**src/rtl/alkmdseq_pkg.sv**
```systemverilog
// Shared definitions for the ALK multiply/divide step sequencer:
// ALPCTL override codes, sequencer state encoding and the opcode select.
package alkpkg;

  localparam logic [9:0] ALP_MULFASTP = 10'h279;
  localparam logic [9:0] ALP_MULFASTN = 10'h269;
  localparam logic [9:0] ALP_DIVFASTP = 10'h26C;
  localparam logic [9:0] ALP_DIVFASTN = 10'h27C;
  localparam logic [9:0] ALP_DIVDA    = 10'h27F;
  localparam logic [9:0] ALP_DIVDS    = 10'h26F;
  localparam logic [9:0] ALP_REM      = 10'h26A;

  typedef enum logic [2:0] {
    ST_IDLE  = 3'd0,
    ST_SETUP = 3'd1,
    ST_LOOP  = 3'd2,
    ST_FIX   = 3'd3,
    ST_REM   = 3'd4
  } state_t;

  // Opcode issued through SETUP and every LOOP cycle; ALK alternates ADD/SUB itself.
  function automatic logic [9:0] seq_opcode(input logic div, input logic neg);
    logic [9:0] code;
    if (div) code = neg ? ALP_DIVFASTN : ALP_DIVFASTP;
    else     code = neg ? ALP_MULFASTN : ALP_MULFASTP;
    return code;
  endfunction

endpackage

```
**src/rtl/alkmdseq_if.sv**
```systemverilog
// Microword/ALK-side signal bundle of the multiply/divide sequencer.
// start_h is a request sampled only while idle (and not stalled); there is no
// ready/ack: busy_h high means any start_h is ignored, done_h marks the last override.
interface alkmdseq_if #(
  parameter int N_ITER = 32,
  parameter int CW     = $clog2(N_ITER + 1)
);
  import alkpkg::*;

  logic [9:0]    ualpctl_h;
  logic          start_h;
  logic          div_h;
  logic          neg_h;
  logic          rem_req_h;
  logic          rem_neg_h;
  logic          stall_h;
  logic [9:0]    alpctl_h;
  logic          busy_h;
  logic          done_h;
  logic [CW-1:0] iter_h;
  state_t        state;

  modport master (
    output ualpctl_h, start_h, div_h, neg_h, rem_req_h, rem_neg_h, stall_h,
    input  alpctl_h, busy_h, done_h, iter_h, state
  );

  modport slave (
    input  ualpctl_h, start_h, div_h, neg_h, rem_req_h, rem_neg_h, stall_h,
    output alpctl_h, busy_h, done_h, iter_h, state
  );

endinterface

```
**src/rtl/alkmdseq_iter.sv**
```systemverilog
// LOOP step counter: clears to 0, counts while enabled and parks at N_ITER-1.
module alkmditer #(
  parameter int N_ITER = 32,
  parameter int CW     = $clog2(N_ITER + 1)
) (
  input  logic          clk,
  input  logic          rst_n,
  input  logic          clr,
  input  logic          en,
  output logic [CW-1:0] cnt,
  output logic          tc
);

  localparam logic [CW-1:0] TERM = CW'(N_ITER - 1);

  assign tc = (cnt == TERM);

  // Never wraps: terminal count forces the sequencer out of LOOP instead.
  always_ff @(posedge clk or negedge rst_n) begin
    if (!rst_n)           cnt <= '0;
    else if (clr)         cnt <= '0;
    else if (en && !tc)   cnt <= cnt + 1'b1;
  end

endmodule

```
**src/rtl/alkmdseq.sv**
```systemverilog
// Multiply/divide step sequencer: overrides the microword ALPCTL with
// SETUP, N_ITER LOOP steps and the divide fix-up/remainder steps.
module alkmdseq
  import alkpkg::*;
#(
  parameter int N_ITER = 32
) (
  input logic       qdclk_l,
  input logic       reset_l,
  alkmdseq_if.slave bus
);

  localparam int CW = $clog2(N_ITER + 1);

  state_t        state, state_nxt;
  logic          div_q, div_nxt;
  logic          neg_q, neg_nxt;
  logic          rem_q, rem_nxt;
  logic          fixneg_q, fixneg_nxt;
  logic          cnt_clr, cnt_en, cnt_tc;
  logic [CW-1:0] cnt;
  logic [9:0]    alpctl;
  logic          busy, done;

  alkmditer #(.N_ITER(N_ITER), .CW(CW)) u_iter (
    .clk   (qdclk_l),
    .rst_n (reset_l),
    .clr   (cnt_clr),
    .en    (cnt_en),
    .cnt   (cnt),
    .tc    (cnt_tc)
  );

  always_ff @(posedge qdclk_l or negedge reset_l) begin
    if (!reset_l) begin
      state    <= ST_IDLE;
      div_q    <= 1'b0;
      neg_q    <= 1'b0;
      rem_q    <= 1'b0;
      fixneg_q <= 1'b0;
    end else begin
      state    <= state_nxt;
      div_q    <= div_nxt;
      neg_q    <= neg_nxt;
      rem_q    <= rem_nxt;
      fixneg_q <= fixneg_nxt;
    end
  end

  // Every transition is gated by stall_h so a stalled cycle repeats exactly.
  always_comb begin
    state_nxt  = state;
    div_nxt    = div_q;
    neg_nxt    = neg_q;
    rem_nxt    = rem_q;
    fixneg_nxt = fixneg_q;
    alpctl     = bus.ualpctl_h;
    busy       = 1'b0;
    done       = 1'b0;
    cnt_clr    = 1'b1;
    cnt_en     = 1'b0;

    case (state)
      ST_IDLE: begin
        if (bus.start_h && !bus.stall_h) begin
          div_nxt   = bus.div_h;
          neg_nxt   = bus.neg_h;
          rem_nxt   = bus.rem_req_h;
          state_nxt = ST_SETUP;
        end
      end

      ST_SETUP: begin
        busy   = 1'b1;
        alpctl = seq_opcode(div_q, neg_q);
        if (!bus.stall_h) state_nxt = ST_LOOP;
      end

      ST_LOOP: begin
        busy    = 1'b1;
        alpctl  = seq_opcode(div_q, neg_q);
        cnt_clr = 1'b0;
        cnt_en  = !bus.stall_h;
        if (!bus.stall_h && cnt_tc) begin
          if (div_q) begin
            fixneg_nxt = bus.rem_neg_h;
            state_nxt  = ST_FIX;
          end else begin
            done      = 1'b1;
            state_nxt = ST_IDLE;
          end
        end
      end

      ST_FIX: begin
        busy   = 1'b1;
        alpctl = fixneg_q ? ALP_DIVDA : ALP_DIVDS;
        if (!bus.stall_h) begin
          done      = !rem_q;
          state_nxt = rem_q ? ST_REM : ST_IDLE;
        end
      end

      ST_REM: begin
        busy   = 1'b1;
        alpctl = ALP_REM;
        if (!bus.stall_h) begin
          done      = 1'b1;
          state_nxt = ST_IDLE;
        end
      end

      default: state_nxt = ST_IDLE;
    endcase
  end

  assign bus.alpctl_h = alpctl;
  assign bus.busy_h   = busy;
  assign bus.done_h   = done;
  assign bus.iter_h   = (state == ST_LOOP) ? cnt : '0;
  assign bus.state    = state;

endmodule

```
**src/flat_wrapper.sv**
```systemverilog
// flat-port wrapper written by rule: the top's interface ports become plain ports
module alkmdseq_flat import alkpkg::*;
#(
  parameter int N_ITER = 32
)
  (qdclk_l, reset_l, bus_ualpctl_h, bus_start_h, bus_div_h, bus_neg_h, bus_rem_req_h, bus_rem_neg_h, bus_stall_h, bus_alpctl_h, bus_busy_h, bus_done_h, bus_iter_h, bus_state);
  alkmdseq_if #(.N_ITER(N_ITER)) bus_i ();
  input logic qdclk_l;
  input logic reset_l;
  input wire logic [$bits(bus_i.ualpctl_h)-1:0] bus_ualpctl_h;
  input wire logic [$bits(bus_i.start_h)-1:0] bus_start_h;
  input wire logic [$bits(bus_i.div_h)-1:0] bus_div_h;
  input wire logic [$bits(bus_i.neg_h)-1:0] bus_neg_h;
  input wire logic [$bits(bus_i.rem_req_h)-1:0] bus_rem_req_h;
  input wire logic [$bits(bus_i.rem_neg_h)-1:0] bus_rem_neg_h;
  input wire logic [$bits(bus_i.stall_h)-1:0] bus_stall_h;
  output wire logic [$bits(bus_i.alpctl_h)-1:0] bus_alpctl_h;
  output wire logic [$bits(bus_i.busy_h)-1:0] bus_busy_h;
  output wire logic [$bits(bus_i.done_h)-1:0] bus_done_h;
  output wire logic [$bits(bus_i.iter_h)-1:0] bus_iter_h;
  output wire logic [$bits(bus_i.state)-1:0] bus_state;
  assign bus_i.ualpctl_h = bus_ualpctl_h;
  assign bus_i.start_h = bus_start_h;
  assign bus_i.div_h = bus_div_h;
  assign bus_i.neg_h = bus_neg_h;
  assign bus_i.rem_req_h = bus_rem_req_h;
  assign bus_i.rem_neg_h = bus_rem_neg_h;
  assign bus_i.stall_h = bus_stall_h;
  assign bus_alpctl_h = bus_i.alpctl_h;
  assign bus_busy_h = bus_i.busy_h;
  assign bus_done_h = bus_i.done_h;
  assign bus_iter_h = bus_i.iter_h;
  assign bus_state = bus_i.state;
  alkmdseq #(.N_ITER(N_ITER)) u_core (.qdclk_l(qdclk_l), .reset_l(reset_l), .bus(bus_i));
endmodule
```
**config.mk**
```make
export PLATFORM = sky130hd
export DESIGN_NAME = alkmdseq_flat
export DESIGN_NICKNAME = d
export VERILOG_FILES = /design/src/rtl/alkmdseq_pkg.sv /design/src/rtl/alkmdseq_if.sv /design/src/rtl/alkmdseq_iter.sv /design/src/rtl/alkmdseq.sv /design/src/flat_wrapper.sv
export SDC_FILE = /design/constraint.sdc
export NUM_CORES = 1
export LEC_CHECK = 0
export CORE_MARGIN = 5
export CORE_UTILIZATION = 38
export CTS_CLUSTER_DIAMETER = 200
export DETAILED_ROUTE_END_ITERATION = 10
export PLACE_DENSITY_LB_ADDON = 0.1
export SKIP_CTS_REPAIR_TIMING = 1
export SYNTH_ARGS = -nofsm -noshare
export SYNTH_HDL_FRONTEND = slang
export SYNTH_SLANG_ARGS = --single-unit
```
**constraint.sdc**
```tcl
create_clock -name qdclk_l -period 1.85 [get_ports qdclk_l]
set_clock_uncertainty 0.2 [all_clocks]
set_input_delay 0.185 -clock qdclk_l [delete_from_list [all_inputs] [get_ports qdclk_l]]
set_output_delay 0.185 -clock qdclk_l [all_outputs]
set_load 0.02 [all_outputs]
```
## Yosys cells after proc, flatten, opt, wreduce, memory -nomap -nowiden

Cells that the tools add are included.

| cells by class | value |
|---|---|
| add/sub/neg operators | 1 |
| multiplexer cells | 23 |
| reduce and logical (&&, ||, !) cells | 12 |
| eq/ne operators | 11 |

Operators by type and width:

| cell | count |
|---|---|
| case mux 10 bit (3 select lines) | 1 |
| two-way mux 3 bit | 6 |
| two-way mux 6 bit | 3 |
| two-way mux 5 bit | 3 |
| case mux 3 bit (5 select lines) | 1 |
| two-way mux 10 bit | 1 |
| inequality test 2 bit, second input constant | 4 |
| adder 6 x 1 -> 6 bit, second input constant | 1 |
| equality test 3 x 2 -> 1 bit, second input constant | 2 |
| equality test 6 x 5 -> 1 bit, second input constant | 1 |
| two-way mux 1 bit | 6 |
| AND reduction 5 bit | 1 |
| inequality test 2 x 1 -> 1 bit, second input constant | 2 |
| OR reduction 4 bit | 1 |
| equality test 3 x 1 -> 1 bit, second input constant | 1 |
| equality test 3 bit, second input constant | 1 |
| logical AND 1 bit | 3 |
| zero test 1 bit | 3 |
| zero test 3 bit | 1 |
| case mux 1 bit (3 select lines) | 1 |
| AND reduction 3 bit | 1 |
| two-way mux 2 bit | 1 |
| AND reduction 2 bit | 1 |
| OR reduction 2 bit | 1 |

| storage, ports and cells | value |
|---|---|
| bits in registers | 13 |
| word-level logic and storage cells | 53 |
| output and inout port bits | 21 |

## Depth between registers and ports, before layout

| logic depth | value |
|---|---|
| depth after elaboration | 5 |
| depth in mapped cells | 5 |
| depth with buffers taken out | 4 |

## By module

From an unflattened synthesis, not the netlist that was laid out.

| unflattened totals | value |
|---|---|
| cell total of the unflattened synthesis | 117 |
| area total of the unflattened synthesis | 1001.0 µm² |

By module, submodules not included:

| module | cells an instance | area an instance (µm²) | instances |
|---|---|---|---|
| alkmdseq | 78 | 630.6 | 1 |
| alkmditer | 39 | 370.4 | 1 |

## Least setup slack after synthesis

OpenSTA, ideal clock, no wires.

| path | value |
|---|---|
| path type | register -> output |
| from | register u_core.state[0], in the netlist u_core.bus.state[0] |
| to | output bus_alpctl_h[4] |
| setup slack | -0.233 ns |
| arrival | 1.698 ns |
| buffers on the path | 1 |
| stages on the path, launching flop included | 5 |
| cell sequence | dfrtp_1 -> buf_2 -> nor2_1 -> maj3_1 -> a211oi_1 |

| on the way | value |
|---|---|
| longest elaborated chain between the ends | 3 |

Ends and longest elaborated chain:

| what | RTL line | RTL |
|---|---|---|
| from (decl) | alkmdseq.sv:15 | `state_t state, state_nxt;` |
| from (signal assigned) | alkmdseq.sv:42 | `state <= state_nxt;` |
| equality test 3 x 1 -> 1 bit or equality test 3 x 2 -> 1 bit (tied branches) | alkmdseq.sv:63 | `case (state)` |
| OR reduction 2 bit (no line) | - |  |
| case mux 10 bit (3 select lines) (*) | alkmdseq.sv:63 |  |
| to (decl) | flat_wrapper.sv:17 | `output wire logic [$bits(bus_i.alpctl_h)-1:0] bus_alpctl_h;` |

Mark *: on every way between the ends. The rest lies on a longest branch, timed or not.

## Worst setup path in the final report

| path | value |
|---|---|
| from | register u_core.state[0], in the netlist u_core.bus.state[0] |
| to | register u_core.neg_q |

| on the way | value |
|---|---|
| longest elaborated chain between the ends | 2 |

Ends and longest elaborated chain:

| what | RTL line | RTL |
|---|---|---|
| zero test 3 bit | alkmdseq.sv:63 |  |
| AND reduction 2 bit (no line) | - |  |
| to (signal assigned) | alkmdseq.sv:44 | `neg_q <= neg_nxt;` |
| to (decl) | alkmdseq.sv:17 | `logic neg_q, neg_nxt;` |

No other way between the ends.
A chain may end at the register's enable or synchronous reset.

==> out/metrics.yaml <==
worst_setup_path:
  max_stage_delay_ns: 0.41
  crit_type: "reg -> reg"
  r2r-start: "u_core.bus.state[0]$_DFFE_PN0P_"
  crit_family: "simple AND/OR/NAND/NOR gates"
  path_common_cell: "buf_6"
  critPathLaunchType: "flop"
  cp_cell_sequence: "buf_6 -> or2_4 -> buf_6 -> nor4b_4 -> mux2_4"
  critPathBufInv: 2
  cp_slowest_cell: "dfrtp_1"
  cp-end-kind: "flop"
  crit_start: "u_core.bus.state[0]$_DFFE_PN0P_"
  cp_max_fo: 6
  crit_required_ns: 1.83
  crit_arrival_ns: 1.96
logic_synthesis:
  synthCells: 104
  synthesis.nets: 123
  synthTopCellsByArea: "dfrtp_1 (34%), mux2_2 (4.8%), nor2b_1 (4.6%)"
  post-synth-top-count-cell: "dfrtp_1"
  synth_area_um2: 947
  synth-seq-cells: 13
  yosysWarnings: 0
  yosysTopAreaCell: "dfrtp_1"
  synth_area_per_cell_um2: 9.11
  synth_edf_count: 0
  yosys-top-cells-count: "dfrtp_1 (13), nand2_1 (9), nor2b_1 (7)"
  synthArstFlopShare_pct: 100
  yosysSeqAreaShare_pct: 34.3
  synth_top_area_share_pct: 34.3
  synthDistinctLibCells: 39
  ys.flop_type: "dfrtp_1"
global_route:
  grt_use_met1_pct: 18.3
  grt_max_degree: 14
  antenna_found_initial: 0
  grt_use_total_pct: 15.3
  gr-total-overflow: 0
  grt_use_met3_pct: 3.24
  met2_usage_pct: 25.6
  busiest_layer: "met2"
  grt_pass1_vias: 987
  grt_pass1_wl_um: 4130
placed_design:
  dp_hpwl_um: 2120
  post-place-ws_ns: -0.344
  place_congestion: 0.772
  io_buffers: 38
pwr:
  p_clk_share_pct: 8.5
  p_int_mw: 1.27
  p_switching_mw: 0.929
  ir_worst_vdd_mv: 1.17
  seq_power_share_pct: 19.3
  p_sw_share_pct: 42.3
  p_leak_nw: 0.809
  power_mw: 2.20
  powerDensity_nw_per_um2: 1360
  comb_power_share_pct: 72.2
clocking:
  cts_buffers: 3
  cts_htree_levels: 1
  cts_num_sinks: 13
  clk_pin_slew_ns: 0.08
  clk_latency_ns: 0.29
  cts_tree: "done"
  root_buffer: "clkbuf_4"
  clockBufferDepth: 2
hold_path:
  worstHoldPathType: "in -> async"
layout:
  drive_above_1_share_pct: 45.6
  multi_input_area_um2: 641
  fin_util_pct: 66.7
  num_antenna_cells: 0
  fill_cells: 193
  seqCellArea_um2: 328
  final_nets: 191
  syn_to_final_growth_pct: 71.2
sta:
  fin_ws_ns: -0.132
  worst_pin_slew_ns: 0.581
  fmax_ghz: 0.505
  fin_crit_ns: 1.98
  slew_headroom_pct: 61.1
  rsz0062_at_grt: "true"
  slew_viol_final: 0
  hold_violations: 0
  min_period_over_period_pct: 107
  setup_viol: 17
detailed_routing:
  vias: 1017
  avgRoutedWirePerCell_um: 13.4
  firstDrtPassIters: 4
  via_per_inst: 5.06
  drc: 0
  drt-total-wl_um: 2690
  drtAntennaViolNets: 0
  drt_iter0_markers: 28
die:
  fp.dieArea_um2: 3590
  die_h_um: 59.9
  die_w_um: 59.9
  ios: 39
  initial_core_util_pct: 38.9
  coreArea_um2: 2430
  rows: 18
run_status:
  outcome: "complete, but fails checks"
  violations: "setup timing"
run:
  cap_violations: 0
-- power by group through the flow --
stage               clock network, mW  registers [mW]  logic, mW
detailed placement                  0           0.423       1.57
CTS                             0.194           0.417       1.57
global route                    0.208           0.434       1.70
global placement                    0           0.417       1.53
floorplan                           0           0.457      0.836
finish                          0.187           0.424       1.59
-- layout make-up --
class	count	share of cell area (%)
timing repair buffer	71	35.4
clock buffer	4	1.62
sequential	13	20.2
inverter	4	0.926
multi-input combinational	79	39.5
tap	30	2.31
-- final timing paths --
| check | end | slack [ns] | cells after the start |
|---|---|---|---|
| max | u_core.neg_q$_DFFE_PN0P_ | -0.13 | 5 |
| min | u_core.u_iter.cnt[2]$_DFFE_PN0P_ | 0.06 | 1 |
| max reg2reg | u_core.neg_q$_DFFE_PN0P_ | -0.13 | 5 |
| min reg2reg | u_core.fixneg_q$_DFFE_PN0P_ | 0.32 | 1 |
| max in group asynchronous | u_core.bus.state[2]$_DFFE_PN0P_ | 0.97 | 1 |
| min in group qdclk_l | u_core.fixneg_q$_DFFE_PN0P_ | 0.31 | 2 |
-- layout by cell type (no fill, tap or decap), types with 2 or more instances in the layout --
| master | instances |
|---|---|
| a211oi_2 | 2 |
| a21oi_1 | 2 |
| a31oi_1 | 2 |
| and2_1 | 5 |
| buf_2 | 4 |
| buf_4 | 32 |
| buf_6 | 5 |
| clkbuf_2 | 10 |
| clkbuf_4 | 3 |
| clkdlybuf4s50_1 | 17 |
| dfrtp_1 | 11 |
| dfrtp_2 | 2 |
| dlymetal6s2s_1 | 3 |
| inv_1 | 4 |
| mux2_4 | 3 |
| mux2i_1 | 3 |
| nand2_1 | 7 |
| nand2_2 | 2 |
| nand3_1 | 5 |
| nand3b_1 | 2 |
| nand4_1 | 2 |
| nor2_1 | 2 |
| nor2b_1 | 7 |
| o21ai_0 | 2 |
| or2_2 | 4 |
-- per-stage QoR --
step | TNS (ns) | instances | hold WS [ns] | instance area, µm²
2_1_floorplan | -0.714 | 104 | -0.311 | 992
5_1_grt | -2.59 | 201 | 0.101 | 1620
4_1_cts | -9.38 | 199 | 0.0715 | 1620
3_5_place_dp | -3.58 | 195 | 0.300 | 1590
3_3_place_gp | -3.33 | 195 | 0.297 | 1590
6_report | -1.35 | 201 | 0.0602 | 1620
-- flip-flops by register name, indices dropped and copies added, names as in the netlist --
register and cells:
u_core.fixneg_q 1, u_core.rem_q 1, u_core.bus.state 3, u_core.neg_q 1, u_core.u_iter.cnt 6, u_core.div_q 1
-- layer usage --
metal,wire (µm),vias up
li1,-,507
met1,1120,475
met2,1270,31
met3,258,4
met4,41,0
met5,0,-
-- kinds of logic (layout without fill, tap and decap cells) --
| group | Yosys count | count (layout) | synth area share (%) |
|---|---|---|---|
| flip-flops | 13 | 13 | 34.3 |
| buffers and inverters | 12 | 79 | 6.87 |
| XOR/XNOR | 3 | 3 | 2.77 |
| AND/OR/NAND/NOR | 47 | 47 | 30.6 |
| adder cells (fa/ha/maj) | 2 | 2 | 2.38 |
| multiplexers | 7 | 7 | 7.93 |
| AO/OA/AOI/OAI | 20 | 20 | 15.1 |
Note: power is estimated with default switching activity, not from simulation.
